$ cat config.mk
export PLATFORM = sky130hd
export DESIGN_NAME = ping_pong_seven_seg_display
export DESIGN_NICKNAME = d
export VERILOG_FILES = /design/src/rtl/ping_pong_pkg.sv /design/src/rtl/seven_seg_encoder.sv /design/src/rtl/ping_pong_seven_seg_display.sv
export SDC_FILE = /design/constraint.sdc
export NUM_CORES = 1
export LEC_CHECK = 0
export ABC_AREA = 1
export BUFFER_PORTS_ARGS = -buffer_cell sky130_fd_sc_hd__buf_4
export CAP_MARGIN = 20
export CORE_MARGIN = 5
export CORE_UTILIZATION = 25
export DETAILED_ROUTE_END_ITERATION = 8
export HOLD_SLACK_MARGIN = 0.1
export PLACE_DENSITY = 0.45
export SETUP_SLACK_MARGIN = 0.05
export SLEW_MARGIN = 20
export SYNTH_ARGS = -nofsm -noshare
export SYNTH_HDL_FRONTEND = slang
export SYNTH_HIERARCHICAL = 1
export SYNTH_SLANG_ARGS = --single-unit
$ cat constraint.sdc
create_clock -name clk -period 9.4 [get_ports clk]
set_clock_uncertainty 0.2 [all_clocks]
set_input_delay 0.47 -clock clk [delete_from_list [all_inputs] [get_ports clk]]
set_output_delay 0.47 -clock clk [all_outputs]
set_load 0.05 [all_outputs]
$ cat src/rtl/ping_pong_pkg.sv
// rtl/ping_pong_pkg.sv - glyph constants and select codes for the ping-pong counter display
package ping_pong_pkg;

  localparam int NUM_DIGITS = 4;

  // Active-high {g,f,e,d,c,b,a}
  localparam logic [6:0] SEG_DIGIT [0:9] = '{
    7'b0111111, 7'b0000110, 7'b1011011, 7'b1001111, 7'b1100110,
    7'b1101101, 7'b1111101, 7'b0000111, 7'b1111111, 7'b1101111
  };
  localparam logic [6:0] SEG_UP    = 7'b0100011;
  localparam logic [6:0] SEG_DOWN  = 7'b0011100;
  localparam logic [6:0] SEG_BLANK = 7'b0000000;

  typedef enum logic [1:0] {
    GLYPH_DIGIT = 2'd0,
    GLYPH_UP    = 2'd1,
    GLYPH_DOWN  = 2'd2,
    GLYPH_BLANK = 2'd3
  } glyph_sel_e;

endpackage

$ cat src/rtl/seven_seg_encoder.sv
// rtl/seven_seg_encoder.sv - combinational decimal/direction glyph encoder, active-high output
module seven_seg_encoder
  import ping_pong_pkg::*;
(
  input  logic [3:0]  code_i,
  input  glyph_sel_e  sel_i,
  output logic [6:0]  seg_o
);

  always_comb begin
    seg_o = SEG_BLANK;
    unique case (sel_i)
      GLYPH_DIGIT: if (code_i <= 4'd9) seg_o = SEG_DIGIT[code_i];
      GLYPH_UP:    seg_o = SEG_UP;
      GLYPH_DOWN:  seg_o = SEG_DOWN;
      GLYPH_BLANK: seg_o = SEG_BLANK;
      default:     seg_o = SEG_BLANK;
    endcase
  end

endmodule

$ cat src/rtl/ping_pong_seven_seg_display.sv
// rtl/ping_pong_seven_seg_display.sv - 4-digit multiplexed display of ping-pong counter value and direction
module ping_pong_seven_seg_display
  import ping_pong_pkg::*;
#(
  parameter int DIV_BITS = 17
) (
  input  logic                  clk,
  input  logic                  rst,
  input  logic [3:0]            value,
  input  logic                  direction,
  input  logic                  blank,
  output logic [NUM_DIGITS-1:0] an,
  output logic [6:0]            seg,
  output logic                  dp
);

  localparam int IDX_W = $clog2(NUM_DIGITS);

  logic [DIV_BITS-1:0]   prescaler_q, prescaler_d;
  logic [IDX_W-1:0]      idx_q, idx_d;
  logic [3:0]            snap_val_q, snap_val_d;
  logic                  snap_dir_q, snap_dir_d;
  logic [NUM_DIGITS-1:0] an_q, an_d;
  logic [6:0]            seg_q, seg_d;
  logic                  tick;
  logic [3:0]            ones;
  logic [3:0]            enc_code;
  glyph_sel_e            enc_sel;
  logic [6:0]            enc_seg;

  assign tick        = &prescaler_q;
  assign prescaler_d = prescaler_q + DIV_BITS'(1);
  assign idx_d       = tick ? idx_q + IDX_W'(1) : idx_q;

  // Snapshot once per full scan so a scan never mixes two values
  assign snap_val_d = (tick && (&idx_q)) ? value     : snap_val_q;
  assign snap_dir_d = (tick && (&idx_q)) ? direction : snap_dir_q;

  assign ones = (snap_val_d >= 4'd10) ? snap_val_d - 4'd10 : snap_val_d;

  always_comb begin
    enc_code = 4'd0;
    enc_sel  = GLYPH_BLANK;
    case (idx_d)
      2'd0: begin
        enc_code = ones;
        enc_sel  = GLYPH_DIGIT;
      end
      2'd1: begin
        enc_code = 4'd1;
        enc_sel  = (snap_val_d >= 4'd10) ? GLYPH_DIGIT : GLYPH_BLANK;
      end
      default: enc_sel = snap_dir_d ? GLYPH_UP : GLYPH_DOWN;
    endcase
  end

  seven_seg_encoder u_encoder (
    .code_i (enc_code),
    .sel_i  (enc_sel),
    .seg_o  (enc_seg)
  );

  // Outputs are recomputed every cycle; their inputs only move on a tick or a blank change
  assign an_d  = blank ? '1 : ~(NUM_DIGITS'(1) << idx_d);
  assign seg_d = ~enc_seg;

  always_ff @(posedge clk) begin
    if (rst) begin
      prescaler_q <= '0;
      idx_q       <= '0;
      snap_val_q  <= 4'd0;
      snap_dir_q  <= 1'b1;
      an_q        <= 4'b1110;
      seg_q       <= 7'b1000000;
    end else begin
      prescaler_q <= prescaler_d;
      idx_q       <= idx_d;
      snap_val_q  <= snap_val_d;
      snap_dir_q  <= snap_dir_d;
      an_q        <= an_d;
      seg_q       <= seg_d;
    end
  end

  assign an  = an_q;
  assign seg = seg_q;
  assign dp  = 1'b1;

endmodule

==> results of run 1 <==
cell usage in the layout (no fill, tap or decap), types with 3 or more instances in the layout:
master / n
nor2_1: 48
nor3_1: 3
nand4_1: 3
clkbuf_8: 7
nand3_1: 20
o21ai_0: 8
nand2_1: 62
ha_1: 8
o21ai_2: 3
dfxtp_1: 35
a21oi_1: 7
nor2_2: 4
inv_2: 3
buf_4: 18
inv_1: 32
state kept, by name, indices dropped and copies added (netlist names):
| signal | flops |
|---|---|
| prescaler_q | 17 |
| seg | 7 |
| an | 4 |
| snap_val_q | 4 |
| idx_q | 2 |
| snap_dir_q | 1 |
worst register-to-register path, cell delays in order, from the launching register on:
cell and delay [ps]:
dfxtp_1 370, ha_1 180, nand2_1 110, nor2_2 250, and2_1 200, and3_1 160, ha_1 310, nand2_4 140
o21ai_2 190, and2_1 190, nand3_1 80, nand2_1 120, inv_1 90, ha_1 210, o21ai_2 140, nand2_2 110
nand3_1 110, nand2_1 60, nor2_1 90
per-stage QoR:
step	utilization	instance area [um^2]	hold WS, ps	setup WS (ps)
final	0.302	2040	220	6040
after CTS	0.302	2040	223	6000
after global routing	0.302	2040	233	5630
after floorplan	-	1730	230	6390
after detailed placement	0.288	1940	251	6010
after global placement	0.288	1940	246	6130
cell type report:
class                   instances  share of cell area
multi-input cells             179               0.429
flip-flops and latches         35               0.343
repair buffers                 18              0.0661
inverters                      35              0.0643
clock buffers                   8              0.0490
well taps                      80              0.0490
logic make-up (layout without fill, tap and decap cells):
kind of cell | after synthesis | in the layout | share of synthesized area
buffers and inverters | 39 | 61 | 0.0870
AND/OR/NAND/NOR | 151 | 151 | 0.379
AO/OA/AOI/OAI | 18 | 18 | 0.0587
XOR/XNOR | 1 | 1 | 0.00942
adder cells (fa/ha/maj) | 8 | 8 | 0.0580
other | 1 | 1 | 0.00217
flip-flops | 35 | 35 | 0.406
cell usage after synthesis, types with 2 or more instances:
master / count
clkbuf_1: 3
nand2_2: 2
inv_1: 32
o21ai_0: 8
nand2_1: 62
and2_1: 2
nor2_2: 4
inv_2: 3
dfxtp_1: 35
a21oi_1: 7
nor3_1: 3
nor2_1: 48
nand3_1: 20
o21ai_2: 3
nor3_2: 2
ha_1: 8
or2_1: 2
nand4_1: 3
worst min path at each step:
stage / cells after the start / startpoint / to
global placement: 1 / prescaler_q[0]$_SDFF_PP0_ / prescaler_q[0]$_SDFF_PP0_
detailed placement: 1 / prescaler_q[0]$_SDFF_PP0_ / prescaler_q[0]$_SDFF_PP0_
floorplan: 1 / prescaler_q[0]$_SDFF_PP0_ / prescaler_q[0]$_SDFF_PP0_
CTS: 3 / blank / an[1]$_SDFF_PP1_
global route: 3 / blank / an[0]$_SDFF_PP0_
finish: 3 / blank / an[0]$_SDFF_PP0_
per-layer routing:
layer	global-route usage	part of all wire	vias to the layer above
li1	-	-	822
met1	0.106	0.48	662
met2	0.152	0.46	19
met3	0.0330	0.044	4
met4	0.0256	0.0097	0
met5	0	0	-
power breakdown:
part / internal (mW) / switching (mW)
clock network: 0.0669 / 0.0527
logic: 0.00359 / 0.00645
registers: 0.150 / 0.000992
total: 0.220 / 0.0602
==> impl_metrics.yaml, run 1 <==
run_status:
  status: "finished, final reports clean"
clocking:
  cts_max_level: 2
  cts_sinks: 35
  cts_tree: "built"
  cts_hold_buffers: 0
  clk_latency_ps: 280
  cts_resized: 0
  cts_setup_buffers: 0
  clk_pin_slew_worst_paths_ps: 70
  cts_buffers: 5
  cts_max_path_buffers: 2
  cts_root_buf: "clkbuf_8"
setup_path:
  cp_max_fo: 9
  cp_num_buf_inv: 1
  r2r_slack_ps: 6040
  cp-end-kind: "register"
  cp_data_arrival_time_ps: 3390
  critical_path.max_stage_delay_ps: 370
  r2r_cells: 18
  crit_chain: "ha_1, nand2_1, nor2_2, and2_1, and3_1, ha_1, nand2_4, o21ai_2, and2_1, nand3_1, nand2_1, inv_1, ha_1, o21ai_2, nand2_2, nand3_1, nand2_1, nor2_1"
  cp-endpoint: "seg[2]$_SDFF_PP0_"
  crit_required_ps: 9420
  crit_path_top_delay_cell: "dfxtp_1"
  critPathLaunchType: "register"
  timing.rr.start: "prescaler_q[0]$_SDFF_PP0_"
  path_depth: 18
  crit_type: "reg2reg"
  r2r_end: "seg[2]$_SDFF_PP0_"
  critPathTopFamily: "simple AND/OR/NAND/NOR gates"
  cp-startpoint: "prescaler_q[0]$_SDFF_PP0_"
synthesis:
  async_reset_ff_frac: 0
  yosys.area.top_type_share: 0.406
  yosysWarnings: 6
  netlist_instances: 253
  synth_top_cell_by_area: "dfxtp_1"
  synth-edff-count: 0
  synth-seq-area-share: 0.406
  synth_ff_type: "dfxtp_1"
  synth_nets: 269
  synth_area_leaders: "dfxtp_1 41%, nand2_1 13%, nor2_1 10%, inv_1 7.0%, ha_1 5.8%"
  ys_seq_elements: 35
  synth.avg_cell_area_um2: 6.82
  mappedNetlistArea_um2: 1730
  synthDistinctLibCells: 24
die:
  die_x_um: 93.1
  initial_core_util: 0.256
  core_um2: 6760
  die_h_um: 93.1
  ioPinCount: 20
  dieArea_um2: 8670
  row_count: 30
routing:
  vias: 1507
  vias_per_cell: 4.25
  ant_nets: 0
  wl_per_cell_um: 9.90
  dr.pass1.iters: 4
  first_iter_violations: 30
  wl_mm: 3.52
  drc: 0
placement:
  place.gp.congestion: 0.819
  port-buffer-count: 18
  dpl.hpwl_mm: 2.68
  dp.cells: 347
global_routing:
  first_global_vias: 1472
  grt_max_degree: 23
  grt_pass1_wl_mm: 6.23
  gr-usage-all-layers: 0.0898
  antenna_found_initial: 0
  grt_overflow: 0
cells_and_area:
  num-nets-final: 290
  multi_input_area_um2: 876
  diodes: 0
  drive_gt1_frac: 0.149
  syn_to_final_growth_pct: 18.3
  fin_cells: 355
  seqCellArea_um2: 701
  nFillCells: 759
timing:
  finalMaxSlewViolations: 0
  fmax_mhz: 297
  final.min_clock_period_ps: 3360
  hold_viol: 0
  period_share: 0.358
  fin_setup_tns_ps: 0
  setup_viol: 0
  rsz0062_at_grt: "false"
run:
  drv_cap: 0
power_and_ir_drop:
  leakage_nw: 0.932
  powerDensity_nw_per_um2: 137
  vdd_ir_drop_max_mv: 0.0767
  finalPower_mw: 0.280
hold_path:
  hp-class: "in2reg"
No activity file was read; power rests on OpenSTA's default activity.
==> inputs of run 2 (changes only) <==
- ABC_AREA: 1 -> 0
- PLACE_DENSITY: 0.45 -> 0.46
- clock period: 9.4 -> 2.86 ns (I/O delays scaled with it)
==> impl_metrics.yaml, run 2 <==
run_status:
  status: "finished, violations left"
  failed_checks: "negative setup slack"
synthesis:
  mappedNetlistArea_um2: 1740
  synthDistinctLibCells: 42
  yosysMostFrequentCell: "dfxtp_1"
  synth.avg_cell_area_um2: 8.91
  synth_ff_type: "dfxtp_1"
  netlist_instances: 195
  yosysWarnings: 6
  synth-seq-area-share: 0.403
  synth-edff-count: 0
  yosys.area.top_type_share: 0.403
  synth_nets: 211
  ys_seq_elements: 35
  synth_area_leaders: "dfxtp_1 40%, ha_1 5.8%, nor2_1 4.5%, nor2b_1 3.6%, a21oi_1 2.9%"
  synth_top_cell_by_area: "dfxtp_1"
  synth_common_cells: "35 x dfxtp_1, 21 x nor2_1, 10 x a21oi_1, 10 x nand2_1, 10 x nor2b_1"
  async_reset_ff_frac: 0
routing:
  ant_nets: 0
  vias_per_cell: 4.43
  vias: 1638
  wl_per_cell_um: 11.5
  first_iter_violations: 36
  wl_mm: 4.25
  dr.pass1.iters: 2
  drc: 0
cells_and_area:
  final_util: 0.398
  multi_input_area_um2: 1140
  final_cell_mix: "71 x buf_4, 30 x dfxtp_1, 21 x nor2_1, 10 x a21oi_1"
  diodes: 0
  final_common_cell: "buf_4"
  nFillCells: 690
  seqCellArea_um2: 707
  top_register: "prescaler_q"
  drive_gt1_frac: 0.427
  syn_to_final_growth_pct: 55.7
  largest_reg_flops: 17
  num-nets-final: 289
  fin_cells: 370
setup_path:
  crit_type: "reg2reg"
  cp-end-kind: "register"
  critPathLaunchType: "register"
  r2r_slack_ps: -190
  cp_data_arrival_time_ps: 3080
  crit_required_ps: 2890
  cp_max_fo: 6
global_routing:
  antenna_found_initial: 0
  first_global_vias: 1531
  grt_pass1_wl_mm: 6.93
  grt_overflow: 0
  grt_max_degree: 39
  gr-usage-all-layers: 0.102
clocking:
  cts_buffers: 5
  cts_max_path_buffers: 2
  cts_max_level: 2
  clk_latency_ps: 280
  cts_sinks: 35
  clk_pin_slew_worst_paths_ps: 70
  cts_root_buf: "clkbuf_8"
  cts_tree: "built"
die:
  core_um2: 6790
  ioPinCount: 20
  initial_core_util: 0.256
  dieArea_um2: 8720
  row_count: 30
  die_x_um: 93.4
  die_h_um: 93.4
placement:
  pre_cts_slack_ps: -469
  dpl.hpwl_mm: 2.99
  dp.cells: 341
  port-buffer-count: 18
  place.gp.congestion: 0.703
timing:
  hold_viol: 0
  fin_setup_tns_ps: -1250
  setup_viol: 7
  finalMaxSlewViolations: 0
  rsz0062_at_grt: "true"
  period_share: 1.07
  fmax_mhz: 328
  finalWorstSetupSlack_ps: -191
  final.min_clock_period_ps: 3050
power_and_ir_drop:
  vdd_ir_drop_max_mv: 0.126
  powerDensity_nw_per_um2: 334
  leakage_nw: 1.14
hold_path:
  hp-class: "reg2reg"
run:
  drv_cap: 0
## run 2: changes by cell type after synthesis, moves of 5 or more
cell / delta
nand3_1: -13
inv_1: -25
o21ai_1: +5
mux2i_1: +5
nor2_1: -27
nand2b_1: +6
nor2b_1: +10
o31ai_1: +5
or3_1: +5
nand2_1: -52
## run 2: final timing paths
check / from / endpoint / cells past startpoint
hold reg to reg: prescaler_q[9]$_SDFF_PP0_ / prescaler_q[9]$_SDFF_PP0_ / 2
setup / recovery: prescaler_q[0]$_SDFF_PP0_ / seg[1]$_SDFF_PP0_ / 15
hold / removal: prescaler_q[9]$_SDFF_PP0_ / prescaler_q[9]$_SDFF_PP0_ / 2
setup reg to reg: prescaler_q[0]$_SDFF_PP0_ / seg[1]$_SDFF_PP0_ / 15
## run 2: repair_timing
action	4_1_cts	5_1_grt
buffers inserted	9	5
hold buffers	7	0
pin swaps	10	5
setup endpoints to repair	7	7
resized for setup	14	14
hold endpoints to repair	30	0
## run 2: cell families after synthesis
group,after synthesis,synth area share
adders and majority gates,8,0.0576
xor gates and xnor gates,5,0.0252
buffers and inverters,16,0.0468
other,1,0.00216
muxes,10,0.0612
and+or+nand+nor,84,0.270
DFF,35,0.403
AOI/OAI and AO/OA,36,0.134
## run 2: final cells by class
cell class | count | area share
multi-input cells | 144 | 0.423
flip-flops and latches | 35 | 0.261
repair buffers | 80 | 0.231
well taps | 96 | 0.0444
clock buffers | 7 | 0.0282
inverters | 7 | 0.00971
clock inverters | 1 | 0.00185
## run 2: metrics by stage
stage	hold slack [ps]	power (mW)	cell area, um^2
floorplan	46.7	0.532	1830
global placement	196	0.552	2330
detailed placement	188	0.552	2330
CTS	305	0.920	2600
global route	326	0.943	2710
finish	304	0.904	2710
## run 2: power breakdown
part	switching (mW)	internal (mW)	leakage, nW	total, mW
Combinational	0.0269	0.0248	0.814	0.0517
Sequential	0.00364	0.492	0.285	0.496
Clock	0.185	0.171	0.0422	0.357
## run 2: critical path, stage by stage, from the launching register on
cell,delay (ps)
dfxtp_2,340
ha_4,160
nand2_4,60
nor4_4,50
and3_4,190
ha_4,200
buf_6,140
or3_4,330
o21a_1,130
a311oi_2,260
inv_1,130
ha_2,200
nor3b_2,200
a2111o_1,220
o21ai_1,100
nor2_1,80
## run 2: layer usage
metal / GRT usage / part of all wire / vias up
li1: - / - / 852
met3: 0.0274 / 0.030 / 8
met5: 0 / 0 / -
met1: 0.132 / 0.49 / 761
met2: 0.158 / 0.46 / 17
met4: 0.0440 / 0.018 / 0
